<file path="config.mk">
export PLATFORM = sky130hd
export DESIGN_NAME = timing_lock_monitor
export DESIGN_NICKNAME = d
export VERILOG_FILES = /design/src/rtl/timing_mon_pkg.sv /design/src/rtl/timing_field_cmp.sv /design/src/rtl/timing_lock_monitor.sv
export SDC_FILE = /design/constraint.sdc
export NUM_CORES = 1
export LEC_CHECK = 0
export ABC_AREA = 0
export BUFFER_PORTS_ARGS = -buffer_cell sky130_fd_sc_hd__buf_2
export CAP_MARGIN = 20
export CORE_MARGIN = 4
export CORE_UTILIZATION = 53
export DETAILED_ROUTE_END_ITERATION = 16
export PLACE_DENSITY = 0.81
export SLEW_MARGIN = 40
export SYNTH_ARGS = -nofsm -noshare
export SYNTH_HDL_FRONTEND = slang
export SYNTH_SLANG_ARGS = --single-unit
</file>
<file path="constraint.sdc">
create_clock -name clk -period 3.2 [get_ports clk]
set_input_delay 0.16 -clock clk [delete_from_list [all_inputs] [get_ports clk]]
set_output_delay 0.16 -clock clk [all_outputs]
set_load 0.005 [all_outputs]
</file>
<file path="src/rtl/timing_mon_pkg.sv">
// Shared types and constants for the video timing lock monitor.
// The tolerant field comparison is built when TIMING_TOL_EN is defined.
package timing_mon_pkg;

  localparam int unsigned FIELD_W    = 13;
  localparam int unsigned TOTAL_W    = 15;
  localparam int unsigned NUM_FIELDS = 8;

  typedef enum logic [1:0] {
    IDLE   = 2'd0,
    ACQ    = 2'd1,
    LOCKED = 2'd2
  } mon_state_t;

  localparam int unsigned FLD_H_SYNC = 0;
  localparam int unsigned FLD_H_BP   = 1;
  localparam int unsigned FLD_H_ACT  = 2;
  localparam int unsigned FLD_H_FP   = 3;
  localparam int unsigned FLD_V_SYNC = 4;
  localparam int unsigned FLD_V_BP   = 5;
  localparam int unsigned FLD_V_ACT  = 6;
  localparam int unsigned FLD_V_FP   = 7;

  typedef logic [NUM_FIELDS-1:0][FIELD_W-1:0] field_vec_t;

  // Sizes published to the scaler when lock is declared.
  typedef struct packed {
    logic [FIELD_W-1:0] h_active;
    logic [FIELD_W-1:0] v_active;
    logic [TOTAL_W-1:0] h_total;
    logic [TOTAL_W-1:0] v_total;
  } lock_info_t;

  // Four 13-bit fields cannot overflow a 15-bit sum.
  function automatic logic [TOTAL_W-1:0] sum4(input logic [FIELD_W-1:0] a,
                                               input logic [FIELD_W-1:0] b,
                                               input logic [FIELD_W-1:0] c,
                                               input logic [FIELD_W-1:0] d);
    return TOTAL_W'(a) + TOTAL_W'(b) + TOTAL_W'(c) + TOTAL_W'(d);
  endfunction

endpackage

</file>
<file path="src/rtl/timing_field_cmp.sv">
// Compares one measured timing field against its reference snapshot.
// With TIMING_TOL_EN defined a difference of one count still matches.
module timing_field_cmp
  import timing_mon_pkg::*;
(
  input  logic [FIELD_W-1:0] sample,
  input  logic [FIELD_W-1:0] ref_val,
  output logic               match_c
);

`ifdef TIMING_TOL_EN
  localparam int unsigned EXT_W = FIELD_W + 1;

  logic [EXT_W-1:0] s_ext;
  logic [EXT_W-1:0] r_ext;

  // Extra bit keeps the +1 from wrapping at the field maximum.
  assign s_ext   = EXT_W'(sample);
  assign r_ext   = EXT_W'(ref_val);
  assign match_c = (s_ext == r_ext) ||
                   (s_ext == r_ext + EXT_W'(1)) ||
                   (r_ext == s_ext + EXT_W'(1));
`else
  assign match_c = (sample == ref_val);
`endif

endmodule

</file>
<file path="src/rtl/timing_lock_monitor.sv">
// Samples detector timing once per frame, declares lock after LOCK_FRAMES identical
// frames, and runs a VS watchdog. Optional build macro: TIMING_TOL_EN (+/-1 match).
module timing_lock_monitor
  import timing_mon_pkg::*;
#(
  parameter int unsigned LOCK_FRAMES    = 3,
  parameter int unsigned SAMPLE_DLY     = 4,
  parameter int unsigned TIMEOUT_CYCLES = 12000000
) (
  input  logic          clk,
  input  logic          rst,
  input  logic          i_vs,
  input  logic [12:0]   i_h_sync,
  input  logic [12:0]   i_h_back_porch,
  input  logic [12:0]   i_h_active,
  input  logic [12:0]   i_h_front_porch,
  input  logic [12:0]   i_v_sync,
  input  logic [12:0]   i_v_back_porch,
  input  logic [12:0]   i_v_active,
  input  logic [12:0]   i_v_front_porch,
  output logic          o_locked,
  output logic          o_fmt_change,
  output logic          o_no_signal,
  output logic [12:0]   o_h_active,
  output logic [12:0]   o_v_active,
  output logic [14:0]   o_h_total,
  output logic [14:0]   o_v_total,
  output logic [1:0]    o_state
);

  localparam int unsigned CNT_W = 4;
  localparam int unsigned DLY_W = 4;
  localparam int unsigned WD_W  = 24;

  mon_state_t       state_q;
  logic [CNT_W-1:0] cnt_q;
  logic             vs_q;
  logic [DLY_W-1:0] dly_q;
  logic [WD_W-1:0]  wd_q;
  field_vec_t       ref_q;
  logic             ref_valid_q;
  lock_info_t       lock_q;

  field_vec_t            sample_c;
  logic [NUM_FIELDS-1:0] fld_match_c;
  logic                  pos_vs_c;
  logic                  strobe_c;
  logic                  wd_fire_c;
  logic                  valid_c;
  logic                  match_c;
  logic                  lock_now_c;
  lock_info_t            lock_c;

  assign sample_c = {i_v_front_porch, i_v_active, i_v_back_porch, i_v_sync,
                     i_h_front_porch, i_h_active, i_h_back_porch, i_h_sync};

  assign pos_vs_c  = i_vs & ~vs_q;
  // Delay counter reads 1 exactly SAMPLE_DLY cycles after the edge that loaded it.
  assign strobe_c  = (dly_q == DLY_W'(1));
  assign wd_fire_c = ~pos_vs_c && (wd_q == WD_W'(TIMEOUT_CYCLES - 1));

  for (genvar g = 0; g < NUM_FIELDS; g++) begin : g_cmp
    timing_field_cmp u_cmp (
      .sample  (sample_c[g]),
      .ref_val (ref_q[g]),
      .match_c (fld_match_c[g])
    );
  end

  // A zero in any field means the detector has not measured this frame.
  always_comb begin
    valid_c = 1'b1;
    for (int i = 0; i < NUM_FIELDS; i++) begin
      if (sample_c[i] == '0) valid_c = 1'b0;
    end
  end

  assign match_c    = ref_valid_q & (&fld_match_c);
  assign lock_now_c = ((cnt_q + CNT_W'(1)) == CNT_W'(LOCK_FRAMES));

  assign lock_c.h_active = sample_c[FLD_H_ACT];
  assign lock_c.v_active = sample_c[FLD_V_ACT];
  assign lock_c.h_total  = sum4(sample_c[FLD_H_SYNC], sample_c[FLD_H_BP],
                                sample_c[FLD_H_ACT], sample_c[FLD_H_FP]);
  assign lock_c.v_total  = sum4(sample_c[FLD_V_SYNC], sample_c[FLD_V_BP],
                                sample_c[FLD_V_ACT], sample_c[FLD_V_FP]);

  always_ff @(posedge clk) begin
    if (rst) begin
      state_q      <= IDLE;
      cnt_q        <= '0;
      vs_q         <= 1'b0;
      dly_q        <= '0;
      wd_q         <= '0;
      ref_q        <= '0;
      ref_valid_q  <= 1'b0;
      lock_q       <= '0;
      o_locked     <= 1'b0;
      o_fmt_change <= 1'b0;
      o_no_signal  <= 1'b0;
    end else begin
      vs_q         <= i_vs;
      o_fmt_change <= 1'b0;

      if (pos_vs_c) begin
        dly_q <= DLY_W'(SAMPLE_DLY);
      end else if (dly_q != '0) begin
        dly_q <= dly_q - DLY_W'(1);
      end

      // Watchdog saturates so it fires once per loss of VS.
      if (pos_vs_c) begin
        wd_q        <= '0;
        o_no_signal <= 1'b0;
      end else if (wd_q != WD_W'(TIMEOUT_CYCLES)) begin
        wd_q <= wd_q + WD_W'(1);
      end

      if (wd_fire_c) begin
        o_no_signal <= 1'b1;
        o_locked    <= 1'b0;
        state_q     <= IDLE;
        cnt_q       <= '0;
        ref_valid_q <= 1'b0;
        if (state_q == LOCKED) o_fmt_change <= 1'b1;
      end else if (strobe_c) begin
        case (state_q)
          IDLE: begin
            if (valid_c) begin
              state_q     <= ACQ;
              cnt_q       <= CNT_W'(1);
              ref_q       <= sample_c;
              ref_valid_q <= 1'b1;
            end
          end
          ACQ: begin
            if (!valid_c) begin
              state_q     <= IDLE;
              cnt_q       <= '0;
              ref_valid_q <= 1'b0;
            end else if (match_c) begin
              cnt_q <= cnt_q + CNT_W'(1);
              if (lock_now_c) begin
                state_q  <= LOCKED;
                o_locked <= 1'b1;
                lock_q   <= lock_c;
              end
            end else begin
              cnt_q <= CNT_W'(1);
              ref_q <= sample_c;
            end
          end
          LOCKED: begin
            if (!valid_c) begin
              state_q      <= IDLE;
              cnt_q        <= '0;
              ref_valid_q  <= 1'b0;
              o_locked     <= 1'b0;
              o_fmt_change <= 1'b1;
            end else if (!match_c) begin
              state_q      <= ACQ;
              cnt_q        <= CNT_W'(1);
              ref_q        <= sample_c;
              o_locked     <= 1'b0;
              o_fmt_change <= 1'b1;
            end
          end
          default: begin
            state_q     <= IDLE;
            cnt_q       <= '0;
            ref_valid_q <= 1'b0;
            o_locked    <= 1'b0;
          end
        endcase
      end
    end
  end

  assign o_h_active = lock_q.h_active;
  assign o_v_active = lock_q.v_active;
  assign o_h_total  = lock_q.h_total;
  assign o_v_total  = lock_q.v_total;
  assign o_state    = state_q;

endmodule

</file>
==> summary.txt <==
Xor-xnor portion of the synthesized cell area = 7.55%
CTS root buf = clkbuf_16
Fmax = 329 MHz
Crit path max-delay family = adder cells
Post-synth ARST share = 0%
Top cells by area, synth = dfxtp_1, mux2i_1, fa_1, nor2_1, xnor2_1
Overall routing resource usage = 27.5%
Post-synthesis simple-gate area fraction = 22.8%
Cell Chain, Critical Path = buf_2, inv_1, fa_1, fa_1, inv_1, ha_1, fa_1, a21o_1, a311oi_2, o31ai_1, nor3_1, o21bai_1, xor2_1, mux2i_1, nor2_1
Gpl congestion = 0.952
Count of input and output buffers = 167
Biggest area consumer among synthesized cells = dfxtp_1
Die height = 159 um
DRT Pass-1 Iters = 5
Clk_lat worst skew = 0.44 ns
TritonCTS Buffers = 17
Status = complete, no violations
Number of global-route vias before repair = 10,200
Leakage power = 6.42 nW
Avg Vias per Cell = 5.64
Max-cap viol count = 0
Final setup violation count = 0
Fin Hold WS = 0.0239 ns
Clock-pin transition on the worst setup and hold timing paths = 0.07 ns
Worst path most repeated cell = fa_1
Worst min path class = in2reg
RSZ-0062 raised after global routing = no
Core area = 22,100 um2
First-pass GRT wire length = 55,900 um
Hold Path Stages = 3
Seq cells post-synth = 199
Minimum clock period = 3.04 ns
Main combinational cell family by area after synthesis = simple AND/OR/NAND/NOR gates
Distinct cells, synth = 49
Post-synth EDFFs = 0
Hold Crit Start = i_h_back_porch[9]
Maximum vdd drop = 469 uV
Max stage delay on crit path = 0.55 ns
Synth warnings = 0
Via count = 10,500
DP Wirelength = 28,400 um
Critical-path maximum fanout = 3
Critical path's slowest cell = fa_1
Largest net degree at the start of global routing = 66
Io pins = 168
Fraction of layout cells with a size suffix above 1 = 17.2%
Clock buffer depth = 2
Initial antenna violation count = 1
Synth top area share = 33.0%
CTS tree = yes
Ys flop type = dfxtp_1
Sink Count = 199
Synthesized area = 12,100 um2
Drc violations = 0
Final wirelength = 35,500 um
Core Rows = 54
Area grow syn2layout = 17.6%
WS Path Type = in2reg
Total gr overflow = 0
Rel. slew slack = 53.6%
Die Footprint = 25,200 um2
Antenna-violating nets left = 0
Setup_tns = 0 ns
Nets = 1,771
Synth Area in Compound Gates = 5.11%
R2R depth = 10
Post-synthesis net count = 1,559
Max-slew violation count = 0
Adder-cell share of the synthesized area = 12.7%
Final period util = 94.9%
Cell Pwr Density = 579 nW/um2
Pin slew with the least headroom to its limit = 0.696 ns
FF-to-FF Start = ref_q[22]
Reg-to-reg critical path endpoint = ref_q[14]
Skew final = 0.0132 ns
R2R setup slack = 0.20 ns
CP Capture Type = flip-flop
Hold path endpoint = ref_q[22]
Data required time of the critical path = 3.51 ns
DIE WIDTH = 159 um
1st-iter DRT viols = 964
Fin. Hold Viols = 0
CP Data Arrival Time = 3.34 ns
Post-synthesis mux area share = 13.3%
CP startpoint kind = primary input
Mean Syn Cell Area = 8.86 um2
Cells after Synth = 1,361
H-tree Lvls = 4
WP buf/inv = 3
Sequential share of the synthesized area = 33.0%
Initial Util = 54.6%
WL/cell = 19.0 um
worst max-delay path by stage:
stage | start | to | slack, ns | cells past startpoint
floorplan | i_v_sync[1] | o_v_total[13] | 0.08 | 14
global placement | i_v_active[1] | o_v_total[13] | -0.22 | 15
detailed placement | i_v_active[1] | o_v_total[13] | -0.33 | 15
CTS | i_v_active[1] | o_v_total[13] | 0.13 | 15
global route | i_v_sync[1] | o_v_total[13] | 0.02 | 15
finish | i_v_sync[1] | o_v_total[13] | 0.16 | 15
placed cells by master (no fill, tap or decap), drive strengths merged, types with 39 or more instances in the layout:
cell	synthesis	layout
inv	127	135
nor4	39	39
nand4	66	66
nor2	228	228
ha	39	39
fa	52	52
mux2i	160	160
xnor2	69	69
buf	19	233
dfxtp	199	199
nand2b	83	83
state kept, by name (all words and copies together), names as in the netlist:
signal and flops:
dly_q 4, o_v_active 13, o_fmt_change 1, o_h_total 15, o_no_signal 1, o_v_total 15
wd_q 24, ref_q 104, o_h_active 13, o_state 2, ref_valid_q 1, cnt_q 4
o_locked 1, vs_q 1
stage by stage:
| step | cell area [um2] | total power, mW | cells | utilization (%) | worst slack (ns) |
|---|---|---|---|---|---|
| 2_1_floorplan | 12100 | 5.17 | 1361 | - | 0.0790 |
| 5_1_grt | 14200 | 8.68 | 1867 | 64.2 | 0.0219 |
| 4_1_cts | 14200 | 8.19 | 1866 | 64.2 | 0.127 |
| 3_5_place_dp | 13600 | 6.07 | 1833 | 61.6 | -0.333 |
| 6_report | 14200 | 8.22 | 1867 | 64.2 | 0.164 |
| 3_3_place_gp | 13600 | 5.97 | 1833 | 61.6 | -0.219 |
worst register-to-register path: stages (launching register included):
cell	delay, ns
dfxtp_1	0.32
xnor2_1	0.38
nand4_1	0.21
nor4_1	0.46
nand4_1	0.21
nor4_4	0.33
buf_4	0.23
a2111oi_4	0.11
buf_12	0.24
mux2i_1	0.30
nor2_1	0.06
cells by family after synthesis:
logic type                 Yosys count
xor gates and xnor gates           104
buffers and inverters              168
and+or+nand+nor                    543
DFF                                199
AOI/OAI and AO/OA                   96
muxes                              160
adders and majority gates           91
area by class of cell:
cell class	instances	area (um2)
Sequential cell	199	3980
Multi-Input combinational cell	994	7430
Timing Repair Buffer	234	1380
Inverter	127	477
Clock inverter	14	136
Tap cell	280	350
Antenna cell	1	2.50
Clock buffer	18	429
Fill cell	1826	7900
cells in the mapped netlist, types with 9 or more instances:
library cell    n
dfxtp_1       199
mux2i_1       160
ha_1           39
xor2_1         35
fa_1           52
nor2_1        228
and2_1          9
nor3_1         25
nand2_1        36
nor4_1         38
o21ai_0        23
a21oi_1        28
inv_1         127
or3_1           9
buf_2           9
nand4_1        66
clkbuf_1       22
nand3_1        17
nand2b_1       83
xnor2_1        69
report_power, final:
part | leakage (nW) | switching, mW | internal [mW]
clock | 0.275 | 1.02 | 1.10
sequential | 1.61 | 0.188 | 2.74
combinational | 4.54 | 1.76 | 1.40
per-layer routing:
layer  track usage [%]  up-vias  part of all wire [%]
li1                  -     5034                     -
met1              37.5     5015                    43
met2              45.2      420                    47
met3              4.61       52                   7.4
met4              7.97        0                   2.5
met5                 0        -                     0
timing repair:
item | CTS | global route
endpoints found under the hold margin | 1 | 0
buffers inserted | 0 | 0
resized for setup | 0 | 1
endpoints found under the setup margin | 0 | 1
hold buffers | 1 | 0
No activity file was read; power rests on OpenSTA's default activity.
